[src/rtl/interrupt_scheduler.sv]
`default_nettype none
// ============================================================================
// Module  : interrupt_scheduler
// Brief   : Arbitrates frame ticks and debounced jump presses into CPU
//           interrupt words, with ack handshake, holdoff and drop counting.
// Rev     : 1.0
// ============================================================================
module interrupt_scheduler #(
  parameter logic [31:0] FRAME_INSN      = 32'h1800_0100,
  parameter logic [31:0] JUMP_INSN       = 32'h1800_0200,
  parameter int          DEBOUNCE_CYCLES = 16,
  parameter int          HOLDOFF_CYCLES  = 4
) (
  input  logic        clock,
  input  logic        reset,
  input  logic        enable,
  input  logic        frame_tick,
  input  logic        jump_key,
  input  logic        irq_ack,
  output logic [31:0] interrupt_instruction,
  output logic        irq_valid,
  output logic        pending_frame,
  output logic        pending_jump,
  output logic [7:0]  dropped_frames
);

  localparam int c_DEB_W = $clog2(DEBOUNCE_CYCLES + 1);
  localparam int c_HO_W  = (HOLDOFF_CYCLES > 0) ? $clog2(HOLDOFF_CYCLES + 1) : 1;
  localparam logic [c_DEB_W-1:0] c_DEB_LAST = c_DEB_W'(DEBOUNCE_CYCLES - 1);
  localparam logic [c_DEB_W-1:0] c_DEB_ONE  = c_DEB_W'(1);
  localparam logic [c_HO_W-1:0]  c_HO_LOAD  = c_HO_W'(HOLDOFF_CYCLES);
  localparam logic [c_HO_W-1:0]  c_HO_ONE   = c_HO_W'(1);

  typedef enum logic [1:0] {
    ST_IDLE    = 2'd0,
    ST_ISSUE   = 2'd1,
    ST_HOLDOFF = 2'd2
  } state_t;

  state_t              r_state;
  logic                r_deb_level;
  logic [c_DEB_W-1:0]  r_deb_cnt;
  logic                r_jump_rise;
  logic [c_HO_W-1:0]   r_holdoff;

  logic w_key_differs;
  logic w_deb_flip;
  logic w_grant_jump;
  logic w_grant_frame;

  assign w_key_differs = (jump_key != r_deb_level);
  assign w_deb_flip    = w_key_differs && (r_deb_cnt == c_DEB_LAST);
  assign w_grant_jump  = (r_state == ST_IDLE) && enable && pending_jump;
  assign w_grant_frame = (r_state == ST_IDLE) && enable && pending_frame && !pending_jump;

  // Debouncer; the press event is registered so pending_jump follows the
  // debounced level by one cycle.
  always_ff @(posedge clock or negedge reset) begin
    if (!reset) begin
      r_deb_level <= 1'b0;
      r_deb_cnt   <= '0;
      r_jump_rise <= 1'b0;
    end else begin
      r_jump_rise <= w_deb_flip && jump_key;
      if (w_deb_flip) begin
        r_deb_level <= jump_key;
        r_deb_cnt   <= '0;
      end else if (w_key_differs) begin
        r_deb_cnt   <= r_deb_cnt + c_DEB_ONE;
      end else begin
        r_deb_cnt   <= '0;
      end
    end
  end

  // A new request on the same edge as its grant wins, so the flag stays set.
  always_ff @(posedge clock or negedge reset) begin
    if (!reset) begin
      pending_frame  <= 1'b0;
      pending_jump   <= 1'b0;
      dropped_frames <= 8'd0;
    end else begin
      if (r_jump_rise) begin
        pending_jump <= 1'b1;
      end else if (w_grant_jump) begin
        pending_jump <= 1'b0;
      end

      if (frame_tick) begin
        pending_frame <= 1'b1;
      end else if (w_grant_frame) begin
        pending_frame <= 1'b0;
      end

      if (frame_tick && pending_frame && !w_grant_frame && (dropped_frames != 8'hFF)) begin
        dropped_frames <= dropped_frames + 8'd1;
      end
    end
  end

  always_ff @(posedge clock or negedge reset) begin
    if (!reset) begin
      r_state               <= ST_IDLE;
      irq_valid             <= 1'b0;
      interrupt_instruction <= 32'd0;
      r_holdoff             <= '0;
    end else begin
      case (r_state)
        ST_IDLE: begin
          if (w_grant_jump) begin
            interrupt_instruction <= JUMP_INSN;
            irq_valid             <= 1'b1;
            r_state               <= ST_ISSUE;
          end else if (w_grant_frame) begin
            interrupt_instruction <= FRAME_INSN;
            irq_valid             <= 1'b1;
            r_state               <= ST_ISSUE;
          end
        end
        ST_ISSUE: begin
          if (irq_ack) begin
            interrupt_instruction <= 32'd0;
            irq_valid             <= 1'b0;
            r_holdoff             <= c_HO_LOAD;
            r_state               <= (HOLDOFF_CYCLES == 0) ? ST_IDLE : ST_HOLDOFF;
          end
        end
        ST_HOLDOFF: begin
          r_holdoff <= r_holdoff - c_HO_ONE;
          if (r_holdoff == c_HO_ONE) begin
            r_state <= ST_IDLE;
          end
        end
        default: begin
          r_state <= ST_IDLE;
        end
      endcase
    end
  end

endmodule
`default_nettype wire

[config.mk]
export PLATFORM = sky130hd
export DESIGN_NAME = interrupt_scheduler
export DESIGN_NICKNAME = d
export VERILOG_FILES = /design/src/rtl/interrupt_scheduler.sv
export SDC_FILE = /design/constraint.sdc
export NUM_CORES = 1
export LEC_CHECK = 0
export BUFFER_PORTS_ARGS = -buffer_cell sky130_fd_sc_hd__buf_4
export CAP_MARGIN = 20
export CORE_MARGIN = 1
export CORE_UTILIZATION = 55
export CTS_BUF_LIST = sky130_fd_sc_hd__clkbuf_8
export CTS_CLUSTER_SIZE = 10
export DETAILED_ROUTE_END_ITERATION = 10
export PLACE_DENSITY = 0.95
export SYNTH_ARGS = -nofsm -noshare
export SYNTH_HDL_FRONTEND = slang
export SYNTH_SLANG_ARGS = --single-unit
[constraint.sdc]
create_clock -name clock -period 3.1 [get_ports clock]
set_input_delay 0.31 -clock clock [delete_from_list [all_inputs] [get_ports clock]]
set_output_delay 0.31 -clock clock [all_outputs]
set_load 0.03 [all_outputs]
**Word-level counts from Yosys, hierarchy flattened**

Cells that the tools add are included.

- Bits in registers: 55
- Bits of input ports: 6
- Output and inout bits: 43
- Word-level logic and storage cells: 62

- Add/subtract/negate cells: 3
- Equality and inequality tests: 9
- Mux-type cells: 21
- Reductions and logical operators: 19

Operators with widths:

| kind | number |
|---|---|
| 32-bit two-way mux | 3 |
| 32-bit case mux with 2 select lines | 1 |
| 5-bit two-way mux | 2 |
| 1-bit logical AND | 9 |
| 8-bit by 1-bit adder with 8-bit output, second input constant | 1 |
| 2-bit two-way mux | 4 |
| 8-bit inequality test, second input constant | 1 |
| 2-bit nonzero test | 4 |
| 1-bit two-way mux | 7 |
| 2-bit case mux with 3 select lines | 1 |
| 3-bit case mux with 2 select lines | 1 |
| 3-bit AND reduction | 2 |
| 5-bit by 1-bit adder with 5-bit output, second input constant | 1 |
| 5-bit by 4-bit == test with 1-bit output, second input constant | 1 |
| 2-bit inequality test, second input constant | 2 |
| 3-bit by 1-bit == test with 1-bit output, second input constant | 1 |
| 3-bit two-way mux | 1 |
| 3-bit inequality test, second input constant | 1 |
| 3-bit by 1-bit subtractor with 3-bit output, second input constant | 1 |
| 2-bit by 1-bit == test with 1-bit output, second input constant | 1 |
| 2-bit == test, second input constant | 1 |
| 1-bit zero test | 2 |
| 2-bit zero test | 1 |
| 1-bit case mux with 2 select lines | 1 |
| 2 further kinds | 2 |

**Logic depth before layout (Yosys ltp)**

Gate-level depths: netlist of the first run.

- Depth in word-level cells: 7
- Gate-level depth with buffers: 5
- Gate-level depth less buffers: 5

**Worst setup path before layout of the first run**

No wires, ideal clock.

- Kind: flip-flop to flip-flop
- Start: reg dropped_frames[0]
- End: reg dropped_frames[1]
- Arrival: 1.593 ns
- Required time: 2.975 ns
- Setup slack: 1.382 ns
- Cell stages (with the launch flop): 5
- Buffers on the path: 0
- Clock period less this slack: 1.718 ns
- Path through: dfrtp_1 ha_1 and3_1 a211oi_2 mux2_4

- Longest elaborated chain between the ends: 2

Ends and longest elaborated chain:

| what | RTL line | text |
|---|---|---|
| start, declared | 24 | `output logic [7:0] dropped_frames` |
| start signal, assigned | 96 | `dropped_frames <= dropped_frames + 8'd1;` |
| parallel branches: the longest is 2 deep, another holds 8-bit by 1-bit adder with 8-bit output | -- |  |

Parallel ways; which one is timed is not known.
A chain may end at the register's enable or synchronous reset.

**Final worst setup path of the first run**

Same ends and word-level chain as after synthesis.

==> summary by stage, run 1 <==
Run status
The run finished with clean final reports.

Critical path
In this run the worst setup path terminates at dropped_frames[1]. Counting cells, the worst reg-to-reg path comes to 4. The reg-to-reg endpoint is dropped_frames[1].

STA classifies the critical path endpoint as a register. The startpoint identified for the worst register-to-register timing path is dropped_frames[0]. In this run the worst path has a maximum fanout of 5. The startpoint of the worst setup timing path is dropped_frames[0]. STA puts the critical path data required time at between 3 and 4 ns. The startpoint type of the worst setup path is a register. The setup slack on the worst flop-to-flop path is 1.44 ns. The setup path with the least slack is of type reg -> reg. At the worst endpoint, the arrival time is 1.82 ns.

Global route
After global routing the overflow that remains totals 0. The number of antenna violations at the first check in global routing came to 0. The number of global-route vias before repair came to 881.

The maximum number of pins on one net before global-route repair is 26. The first global-routing pass estimated 3890 um of wire. Global routing used 19.6% of the available tracks across all layers.

Placed design
The count of buffers added on input and output ports is 20. The post-place setup slack is around 1.5 ns. Routability-driven placement finished with a final weighted congestion of 0.827. Summed over all nets, the half-perimeter wirelength after detailed placement is 1880 um.

In this run, placement finished with an instance count of 180.

CTS
The clock reaches the later pin of the worst-skew pair after 0.27 ns. The count of instances resized after the clock tree is built is 0. Buffers inserted to repair hold after CTS numbered 1.

In this run the deepest clock path goes through 2 buffers. Counting the buffers created by CTS gives 3. After clock tree synthesis, the setup repair step added 0 buffers. CTS built an H-tree with a depth of 1. TritonCTS built the clock tree. The root buffer cell chosen for the clock tree is sky130_fd_sc_hd__clkbuf_8. Counting every sink on the clock net gives 25.

After clock tree synthesis, the clock-pin slew on the worst setup and hold paths is 0.09 ns.

Final layout
The fraction of layout instances using a drive strength above 1 is 18.5%. From synthesis to final layout, the design area changed by 7.47%. The repair_antennas step left the layout with diodes totalling 0. Summing all multi-input logic gate instances after layout gives 609 um2. The number of non-filler instances in the completed layout is 185.

The filler cell count is around 180. The total number of nets in the final design is 169. The area used by sequential logic in the layout is ~630 um2.

Pwr
The static leakage is between 0.7 and 0.8 nW. The completed layout was analyzed and its total power is 1.37 mW. The maximum VDD drop is 590 uV. The total power per unit cell area is between 900 and 1000 nW/um2.

Floorplanning
The floorplan step defined a die boundary enclosing 2770 um2. The number of top-level pins is 49. The core outline area is around 2300 um2. The die is 52.6 um wide. The site row count is 17. The starting density of the core is 60.7%. The floorplan step set the die height to 52.6 um.

Timing
Setup violations remaining at the end of the flow were counted as 0. Setup slack on the critical path of the routed design comes to between 1 and 1.5 ns. Setup repair after global routing left no endpoint under its margin. In the final timing run, aggregate negative setup slack is 0 ns. The final critical-path share of the clock period is 53.6%. The maximum achievable frequency is 0.602 GHz.

The final hold violation count is 0. Across the routed clock network, the largest skew measured is about 0.0057 ns. The post-layout minimum cycle time is 1.66 ns. The number of pins with negative max-slew slack in the final report was 0.

Route
The post-detailed-route wirelength per cell is 13.4 um. The post-detailed-route DRC marker count is 0. The number of vias in the routed layout is 957. The detailed-router iteration count before antenna repair is 4.

Once detail routing completed, the nets flagged for antenna violations numbered 0. The wire length reported by the detailed router is between 2000 and 2500 um. The DRC violation total after the first TritonRoute iteration is 21.

In the routed layout, each cell is associated on average with a via count of 5.17.

Synth
Of all flip-flops after synthesis, the portion carrying an async set or reset was 100%. The sequential area share after synthesis is 44.4%. The number of instances in the synthesized netlist is 136. The count of cell types in the netlist is 35.

In this run, synthesis inferred 0 flip-flops with an integrated enable. The synthesized area per cell is 10.4 um2. The total number of yosys warnings is 0. After synthesis the netlist holds a flip-flop and latch count of 25. For this run, the leading register cell type out of synthesis is sky130_fd_sc_hd__dfrtp_1. The synthesized netlist occupies a cell area of 1410 um2.

Min path
In this run the worst hold path is classified as in -> reg.

Run
The number of maximum-capacitance violations is 0.
==> per-stage QoR <==
stage                     util, %  area [um2]  hold WS, ns
after floorplan                 -        1510       0.0144
after global placement       62.9        1460        0.222
after detailed placement     62.9        1460        0.231
after CTS                    65.2        1510        0.260
after global routing         65.2        1510        0.258
final                        65.2        1510        0.258
==> power by group <==
part           switching (mW)  total (mW)  leakage [nW]  internal (mW)
logic                   0.387       0.628         0.453          0.242
registers               0.130       0.553         0.310          0.423
clock network           0.102       0.190        0.0269         0.0887
total                   0.619        1.37         0.790          0.753
==> cell usage in the layout, fill, tap and decap left out, drive strengths merged, types with 4 or more instances in the layout <==
cell,count
conb,28
dfrtp,25
buf,20
inv,11
a21oi,10
nor2,9
ha,5
xor2,4
nand3,4
nand2,4
==> cell type report <==
class / count / share of cell area, %
Sequential cell: 25 / 41.4
Inverter: 10 / 2.48
Tap cell: 28 / 2.32
Clock inverter: 1 / 0.248
Multi-Input combinational cell: 97 / 40.3
Clock buffer: 3 / 2.73
Timing Repair Buffer: 21 / 10.6
==> sequential cells by signal, indices dropped and copies added (netlist names) <==
name                   count
dropped_frames             8
pending_frame              1
interrupt_instruction      3
r_jump_rise                1
r_deb_level                1
r_deb_cnt                  5
pending_jump               1
r_state                    2
r_holdoff                  3
==> critical path, cell delays in order (launching register included) <==
cell and delay (ns):
sky130_fd_sc_hd__dfrtp_1 0.44, sky130_fd_sc_hd__ha_1 0.28, sky130_fd_sc_hd__and3_1 0.21, sky130_fd_sc_hd__a211oi_2 0.30, sky130_fd_sc_hd__mux2_4 0.33
==> worst min path at each step <==
stage / cells after the start / endpoint / start
6_report: 2 / pending_frame / frame_tick
5_1_grt: 2 / pending_frame / frame_tick
4_1_cts: 2 / pending_frame / frame_tick
3_5_place_dp: 1 / dropped_frames[3] / reset
3_3_place_gp: 1 / dropped_frames[1] / reset
2_1_floorplan: 0 / dropped_frames[0] / reset
==> cell usage after synthesis (2+ instances only) <==
master	count	area [um2]
sky130_fd_sc_hd__o21ai_0	2	10.0
sky130_fd_sc_hd__nand2_1	4	15.0
sky130_fd_sc_hd__a21oi_1	10	50.1
sky130_fd_sc_hd__nand2b_1	2	12.5
sky130_fd_sc_hd__o2bb2ai_1	2	17.5
sky130_fd_sc_hd__nor2_1	8	30.0
sky130_fd_sc_hd__xnor2_1	3	26.3
sky130_fd_sc_hd__nand3_1	4	20.0
sky130_fd_sc_hd__xor2_1	4	35.0
sky130_fd_sc_hd__dfrtp_1	25	626
sky130_fd_sc_hd__and4_1	3	26.3
sky130_fd_sc_hd__a21o_1	2	15.0
sky130_fd_sc_hd__and3_1	3	18.8
sky130_fd_sc_hd__ha_1	5	62.6
sky130_fd_sc_hd__buf_4	30	225
sky130_fd_sc_hd__inv_1	10	37.5
==> per-layer routing <==
metal	global-route usage [%]	part of all wire, %	routed length, um
met1	22.0	43	1060
met2	36.1	52	1280
met3	3.48	4.1	101
met4	7.89	1.3	31
met5	0	0	0
==> kinds of logic after synthesis <==
| family | synth area share [%] |
|---|---|
| flip-flops | 44.4 |
| XOR/XNOR | 4.36 |
| adder cells (fa/ha/maj) | 4.44 |
| other | 0.266 |
| AND/OR/NAND/NOR | 13.2 |
| multiplexers | 1.78 |
| AO/OA/AOI/OAI | 12.1 |
| buffers and inverters | 19.5 |
Note: power is estimated with default switching activity, not from simulation.
==> run 2, diff against run 1 <==
--- a/config.mk
+++ b/config.mk
@@ -8,11 +8,11 @@
 export BUFFER_PORTS_ARGS = -buffer_cell sky130_fd_sc_hd__buf_4
 export CAP_MARGIN = 20
 export CORE_MARGIN = 1
-export CORE_UTILIZATION = 55
+export CORE_UTILIZATION = 51
 export CTS_BUF_LIST = sky130_fd_sc_hd__clkbuf_8
 export CTS_CLUSTER_SIZE = 10
 export DETAILED_ROUTE_END_ITERATION = 10
-export PLACE_DENSITY = 0.95
+export PLACE_DENSITY = 0.89
 export SYNTH_ARGS = -nofsm -noshare
 export SYNTH_HDL_FRONTEND = slang
 export SYNTH_SLANG_ARGS = --single-unit
==> constraint.sdc (replaced) <==
create_clock -name clock -period 1.6 [get_ports clock]
set_input_delay 0.16 -clock clock [delete_from_list [all_inputs] [get_ports clock]]
set_output_delay 0.16 -clock clock [all_outputs]
set_load 0.03 [all_outputs]
==> summary by stage, run 2 (synthesis gave the netlist of run 1 again) <==
Timing
The final critical-path share of the clock period was 97.2% (+44 points). The number of setup violations in the final report is 0 (unchanged). The final setup slack of the worst path is 0.0446 ns (-1.39 ns). The maximum achievable frequency was 0.643 GHz (+6.9%). The post-layout minimum cycle time was 1.56 ns (-0.107 ns). Setup repair after global routing left no endpoint under its margin.

The final hold violation count is 0 (unchanged). The setup clock skew after layout is 0.00134 ns (-0.00439 ns). The final-layout setup total negative slack is 0 ns (unchanged). The number of pins with negative max-slew slack in the final report is 0 (unchanged).

Global route
The number of global-route vias before repair came to 873 (-0.91%). The global router's overall resource usage is 20.0% (+0.39 points). The remaining global-route overflow is 0 (unchanged).

The number of antenna violations at the first check in global routing is 0 (unchanged). The maximum number of pins on one net before global-route repair is 26 (unchanged). The first-pass GRT wire length is 4100 um (+5.3%).

Critical path
STA classifies the critical path startpoint as a register. The setup path with the least slack is of type reg -> reg. STA classifies the critical path endpoint as a register. The critical path required time was 1.77 ns (-1.49 ns). The worst endpoint data arrival time is 1.72 ns (-0.10 ns). The top fanout value on the critical path came to 5 (unchanged).

Floorplanning
The site row count is 18 (+1). The area of the die came to 2970 um2 (+7.5%). The core outline area came to 2540 um2 (+9.8%). The number of top-level pins is 49 (unchanged). The horizontal die dimension was 54.5 um (+3.7%). The y dimension of the die came to 54.5 um (+3.7%).

The starting density of the core is 55.3% (-5.4 points).

Route
The post-detailed-route DRC marker count is 0 (unchanged). The detailed-router iteration count before antenna repair is 4 (unchanged). The via density per instance is 5.08 (-1.7%). The number of vias in the routed layout came to 981 (+2.5%). The wire length reported by the detailed router came to 2590 um (+4.6%). The antenna violation net count after detailed routing is 0 (unchanged).

The post-detailed-route wirelength per cell is 13.4 um (+0.24%). The DRC violation total after the first TritonRoute iteration is 16 (-24%).

Final layout
The antenna diode instance count is 0 (unchanged). The total number of nets in the final design is 175 (+3.6%). The largest registers in the layout are dropped_frames: 8 flops, r_deb_cnt: 5 flops. The number of flip-flops under the largest register name is 8 (unchanged). The most common cell after layout, fill and taps aside is sky130_fd_sc_hd__conb_1. More flip-flops sit in one register than any other, and that register is dropped_frames. The layout overhead on the synthesized area is 13.1%. The filler cell count is 202 (+11%). The fraction of layout instances using a drive strength above 1 came to 24.5% (+6.1 points). In the layout the commonest cells are sky130_fd_sc_hd__conb_1 (28), sky130_fd_sc_hd__buf_4 (26), sky130_fd_sc_hd__dfrtp_1 (23).

Pwr
The net switching power is 1.27 mW (+110%). The switching power share of the total is 44.7% (-0.41 points). The total power per unit cell area is 1780 nW/um2 (+97%). The proportion of power drawn by the clock network came to 13.9% (about the same). The static leakage came to 0.812 nW (+2.8%). The combinational share of power is 49.6% (+3.8 points).

The proportion of power drawn by flip-flops and latches is 36.5% (-3.8 points). The maximum VDD drop came to 1450 uV (+150%). The internal power summed over all cells came to 1.57 mW (+110%).

CTS
The count of clock tree sinks came to 25 (unchanged). The number of buffers created by CTS came to 3 (unchanged). The root cell of the clock tree is sky130_fd_sc_hd__clkbuf_8. The source-to-sink clock delay at the later pin of the worst-skew pair came to 0.28 ns (about the same). The CTS H-tree depth came to 1 (unchanged).

TritonCTS built the clock tree. The clock slew seen by the registers of the worst setup and hold paths is 0.09 ns (about the same). The worst-case clock buffer depth was 2 (unchanged).

Placed design
The routability congestion estimate is 0.713 (-14%). The number of buffers added on ports is 20 (unchanged). The post-place setup slack is 0.0324 ns (-1.43 ns). The HPWL after detailed placement is 1960 um (+4.4%).

Run status
The run finished with clean final reports.

Min path
The path category of the worst min-delay check is in -> reg.

Run
The number of maximum-capacitance violations is 0 (unchanged).
## run 2: changes by cell type in the layout (fill, tap and decap cells not counted)
cell	before	now
sky130_fd_sc_hd__buf_4	20	26
sky130_fd_sc_hd__dfrtp_1	25	23
sky130_fd_sc_hd__dfrtp_2	0	2
sky130_fd_sc_hd__a211oi_2	1	0
sky130_fd_sc_hd__a211oi_4	0	1
sky130_fd_sc_hd__and3_1	3	2
sky130_fd_sc_hd__and3_4	0	1
sky130_fd_sc_hd__clkinvlp_4	0	1
sky130_fd_sc_hd__ha_1	5	4
sky130_fd_sc_hd__ha_4	0	1
sky130_fd_sc_hd__inv_1	11	10
## run 2: worst max-delay path, cell delays in order, from the launching register on
cell and delay, ns:
sky130_fd_sc_hd__dfrtp_2 0.46, sky130_fd_sc_hd__ha_4 0.19, sky130_fd_sc_hd__and3_4 0.18, sky130_fd_sc_hd__a211oi_4 0.28
sky130_fd_sc_hd__mux2_4 0.33
## run 2: timing repair
| action | 4_1_cts | 5_1_grt |
|---|---|---|
| endpoints found under the setup margin | 0 | 2 |
| gates resized for setup | 0 | 0 |
| hold endpoints to repair | 25 | 0 |
| buffers inserted | 0 | 0 |
| hold buffers | 1 | 0 |
## run 2: layer usage
layer / share of wire, % / up-vias / wire length (um) / GRT usage [%]
met5: 0 / - / 0 / 0
met4: 0.50 / 0 / 13 / 3.85
met3: 4.8 / 3 / 125 / 6.67
met2: 53 / 39 / 1370 / 33.9
met1: 42 / 478 / 1080 / 24.8
li1: - / 461 / - / -
## run 2: final timing paths
kind / from / endpoint / slack [ns] / cells past startpoint
worst max-delay path: dropped_frames[1] / dropped_frames[1] / 0.04 / 4
worst min-delay path: frame_tick / pending_frame / 0.1 / 2
worst max register to register: dropped_frames[1] / dropped_frames[1] / 0.04 / 4
worst min register to register: r_jump_rise / pending_jump / 0.44 / 1
max in group asynchronous: reset / dropped_frames[0] / 1.02 / 2
min in group asynchronous: reset / dropped_frames[3] / 0.32 / 2
## run 2: final cells by class
class                           instances  area, um2  area share (%)
Multi-Input combinational cell         97        634            39.9
Sequential cell                        25        628            39.5
Timing Repair Buffer                   27        205            12.9
Clock buffer                            3       41.3            2.59
Inverter                               10       37.5            2.36
Tap cell                               30       37.5            2.36
Clock inverter                          1       7.51           0.472
## run 2: power by group through the flow
stage | Clock [mW] | Sequential (mW) | Combinational, mW
finish | 0.394 | 1.04 | 1.41
global route | 0.423 | 1.06 | 1.55
CTS | 0.404 | 1.03 | 1.41
detailed placement | 0 | 1.04 | 1.40
global placement | 0 | 1.02 | 1.33
floorplan | 0 | 1.25 | 0.792
## run 2: stage by stage
| step | utilization (%) | cells | hold WS, ns | area [um2] | power, mW |
|---|---|---|---|---|---|
| final | 62.5 | 193 | 0.0975 | 1590 | 2.84 |
| after global routing | 62.5 | 193 | 0.104 | 1590 | 3.03 |
| after CTS | 62.5 | 193 | 0.0952 | 1590 | 2.85 |
| after detailed placement | 60.2 | 188 | 0.0806 | 1530 | 2.44 |
| after global placement | 60.2 | 188 | 0.0697 | 1530 | 2.35 |
| after floorplan | - | 163 | -0.136 | 1540 | 2.04 |
==> run 3, diff against run 2 <==
--- a/config.mk
+++ b/config.mk
@@ -8,11 +8,11 @@
 export BUFFER_PORTS_ARGS = -buffer_cell sky130_fd_sc_hd__buf_4
 export CAP_MARGIN = 20
 export CORE_MARGIN = 1
-export CORE_UTILIZATION = 51
+export CORE_UTILIZATION = 55
 export CTS_BUF_LIST = sky130_fd_sc_hd__clkbuf_8
 export CTS_CLUSTER_SIZE = 10
 export DETAILED_ROUTE_END_ITERATION = 10
-export PLACE_DENSITY = 0.89
+export PLACE_DENSITY_LB_ADDON = 0.25
 export SYNTH_ARGS = -nofsm -noshare
 export SYNTH_HDL_FRONTEND = slang
 export SYNTH_SLANG_ARGS = --single-unit
==> constraint.sdc (replaced) <==
create_clock -name clock -period 1.9 [get_ports clock]
set_input_delay 0.19 -clock clock [delete_from_list [all_inputs] [get_ports clock]]
set_output_delay 0.19 -clock clock [all_outputs]
set_load 0.03 [all_outputs]
==> summary by stage, run 3 (synthesis gave the netlist of run 1 again) <==
Run status
The run finished with clean final reports.

Pwr
The static leakage is 0.790 nW (-2.7%). The total power per unit cell area was 1470 nW/um2 (-18%). The maximum VDD drop is 873 uV (-40%).

Final layout
The total number of nets in the final design is 169 (-3.4%). The library cells used most frequently in the layout, excluding fill and tap cells, are sky130_fd_sc_hd__conb_1 (28), sky130_fd_sc_hd__dfrtp_1 (25), sky130_fd_sc_hd__buf_4 (20). The filler cell count is 203 (+0.50%). The area growth from synthesis to layout is 7.47%. The most common cell after layout, fill and taps aside is sky130_fd_sc_hd__conb_1. The antenna diode instance count is 0 (unchanged). The number of non-filler instances in the completed layout came to 185 (-4.1%). The fraction of layout instances using a drive strength above 1 is 18.5% (-6.1 points). The number of flip-flops under the largest register name is 8 (unchanged). The largest registers in the layout are dropped_frames: 8 flops, r_deb_cnt: 5 flops. The most flop-heavy register is dropped_frames.

The post-layout utilization of the core is 65.2% (+2.7 points). The area of all placed cells without fillers was 1510 um2 (-5.0%).

Timing
The number of pins with negative max-slew slack in the final report was 0 (unchanged). The maximum achievable frequency was 0.597 GHz (-7.2%). Setup repair after global routing left no endpoint under its margin.

The number of setup violations in the final report is 0 (unchanged). The setup clock skew after layout was 0.00242 ns (+0.00109 ns). The final hold violation count is 0 (unchanged). The final-layout setup total negative slack is 0 ns (unchanged). The post-layout minimum cycle time is 1.68 ns (+0.121 ns). The final critical-path share of the clock period is 88.2% (-9.0 points).

Route
The antenna violation net count after detailed routing was 0 (unchanged). The met3 wire length is 90 um (-28%). The top metal layer carrying routed signals is met4. The DRC violation total after the first TritonRoute iteration is 12 (-4). The post-detailed-route DRC marker count came to 0 (unchanged). The length of routed wiring on met1 was 991 um (-8.2%). The post-detailed-route wirelength per cell is 12.3 um (-7.9%). The via density per instance is 5.08 (-0.14%). The detailed-router iteration count before antenna repair is 4 (unchanged). The detailed route wirelength on metal2 came to 1150 um (-16%). The number of vias in the routed layout is 939 (-4.3%). The wire length reported by the detailed router is 2280 um (-12%).

Floorplanning
The horizontal die dimension was 52.6 um (-3.6%). The number of top-level pins came to 49 (unchanged). The starting density of the core is 60.7% (+5.4 points). The area of the die is 2770 um2 (-7.0%).

The site row count came to 17 (-1). The y dimension of the die is 52.6 um (-3.6%). The core outline area was 2320 um2 (-8.9%).

Critical path
In this run the critical register-to-register path is launched from dropped_frames[0]. The type of destination of the critical path is a register. The worst register-to-register path ends at dropped_frames[1]. The worst setup path is of the reg -> reg kind. The critical path required time was 2.06 ns (+0.29 ns). The worst setup path is launched from a register. The top fanout value on the critical path is 5 (unchanged). The depth of the most critical reg-to-reg path is 4 (unchanged). The worst endpoint data arrival time is 1.83 ns (+0.11 ns). The setup slack on the worst flop-to-flop path was 0.22 ns (+0.18 ns).

Placed design
The placed cell count was 180 (-4.3%). The routability congestion estimate is 0.742 (+4.2%). The HPWL after detailed placement came to 1690 um (-14%). The number of buffers added on ports is 20 (unchanged). The placed cell area is 1460 um2 (-4.9%).

Min path
The hold path endpoint is pending_frame. The path class of the tightest hold or removal check is in -> reg. The startpoint of the most critical hold path is frame_tick. The cell depth of the worst min-delay path came to 2 (unchanged).

CTS
The source-to-sink clock delay at the later pin of the worst-skew pair came to 0.26 ns (-0.02 ns). The clock slew seen by the registers of the worst setup and hold paths was 0.09 ns (about the same). The count of buffers added by post-CTS timing repair for setup came to 0 (unchanged). The number of buffers created by CTS is 3 (unchanged). The count of clock tree sinks was 25 (unchanged).

The worst-case clock buffer depth is 2 (unchanged). The root cell of the clock tree is sky130_fd_sc_hd__clkbuf_8. The CTS H-tree depth is 1 (unchanged). The CTS tree is built.

Global route
The remaining global-route overflow was 0 (unchanged). The first-pass GRT wire length was 3760 um (-8.2%). The number of global-route vias before repair is 862 (-1.3%). The number of antenna violations at the first check in global routing is 0 (unchanged). The global router's overall resource usage is 19.0% (-1.0 points). The maximum number of pins on one net before global-route repair is 26 (unchanged).

Run
The number of maximum-capacitance violations came to 0 (unchanged).
run 3: power breakdown:
part | switching, mW | internal [mW] | total (mW)
logic | 0.615 | 0.394 | 1.01
clock network | 0.163 | 0.144 | 0.307
registers | 0.212 | 0.689 | 0.901
run 3: how the worst max path moves through the flow:
stage / startpoint / endpoint / slack (ns) / cells past startpoint
final: dropped_frames[0] / dropped_frames[1] / 0.22 / 4
after CTS: dropped_frames[0] / dropped_frames[1] / 0.23 / 4
after detailed placement: dropped_frames[0] / dropped_frames[1] / 0.24 / 4
after global placement: dropped_frames[0] / dropped_frames[1] / 0.30 / 4
after global routing: dropped_frames[0] / dropped_frames[1] / 0.15 / 4
after floorplan: dropped_frames[0] / dropped_frames[1] / 0.18 / 4
run 3: timing repair:
action	in CTS	in global routing
gates resized for setup	0	0
hold buffers	1	0
endpoints found under the hold margin	25	0
run 3: stage by stage:
step | power, mW | worst slack [ns] | hold slack (ns)
5_1_grt | 2.37 | 0.155 | 0.136
3_5_place_dp | 1.92 | 0.242 | 0.110
6_report | 2.22 | 0.224 | 0.132
2_1_floorplan | 1.68 | 0.182 | -0.106
3_3_place_gp | 1.87 | 0.304 | 0.109
4_1_cts | 2.23 | 0.225 | 0.131
run 3: layout make-up:
class                      instances  area (um2)  share of cell area, %
clock buffer                       3        41.3                   2.73
clock inverter                     1        3.75                  0.248
inverter                          10        37.5                   2.48
multi-input combinational         97         609                   40.3
sequential                        25         626                   41.4
tap                               28        35.0                   2.32
timing repair buffer              21         160                   10.6
run 3: worst max-delay path, cell delays in order, from the launching register on:
cell                       delay, ns
sky130_fd_sc_hd__dfrtp_1        0.44
sky130_fd_sc_hd__ha_1           0.28
sky130_fd_sc_hd__and3_1         0.21
sky130_fd_sc_hd__a211oi_2       0.31
sky130_fd_sc_hd__mux2_4         0.33
run 3: layer usage:
| metal | up-vias | global-route usage, % |
|---|---|---|
| met5 | - | 0 |
| met4 | 0 | 10.5 |
| met3 | 4 | 2.61 |
| met2 | 31 | 32.7 |
| met1 | 459 | 22.5 |
| li1 | 445 | - |
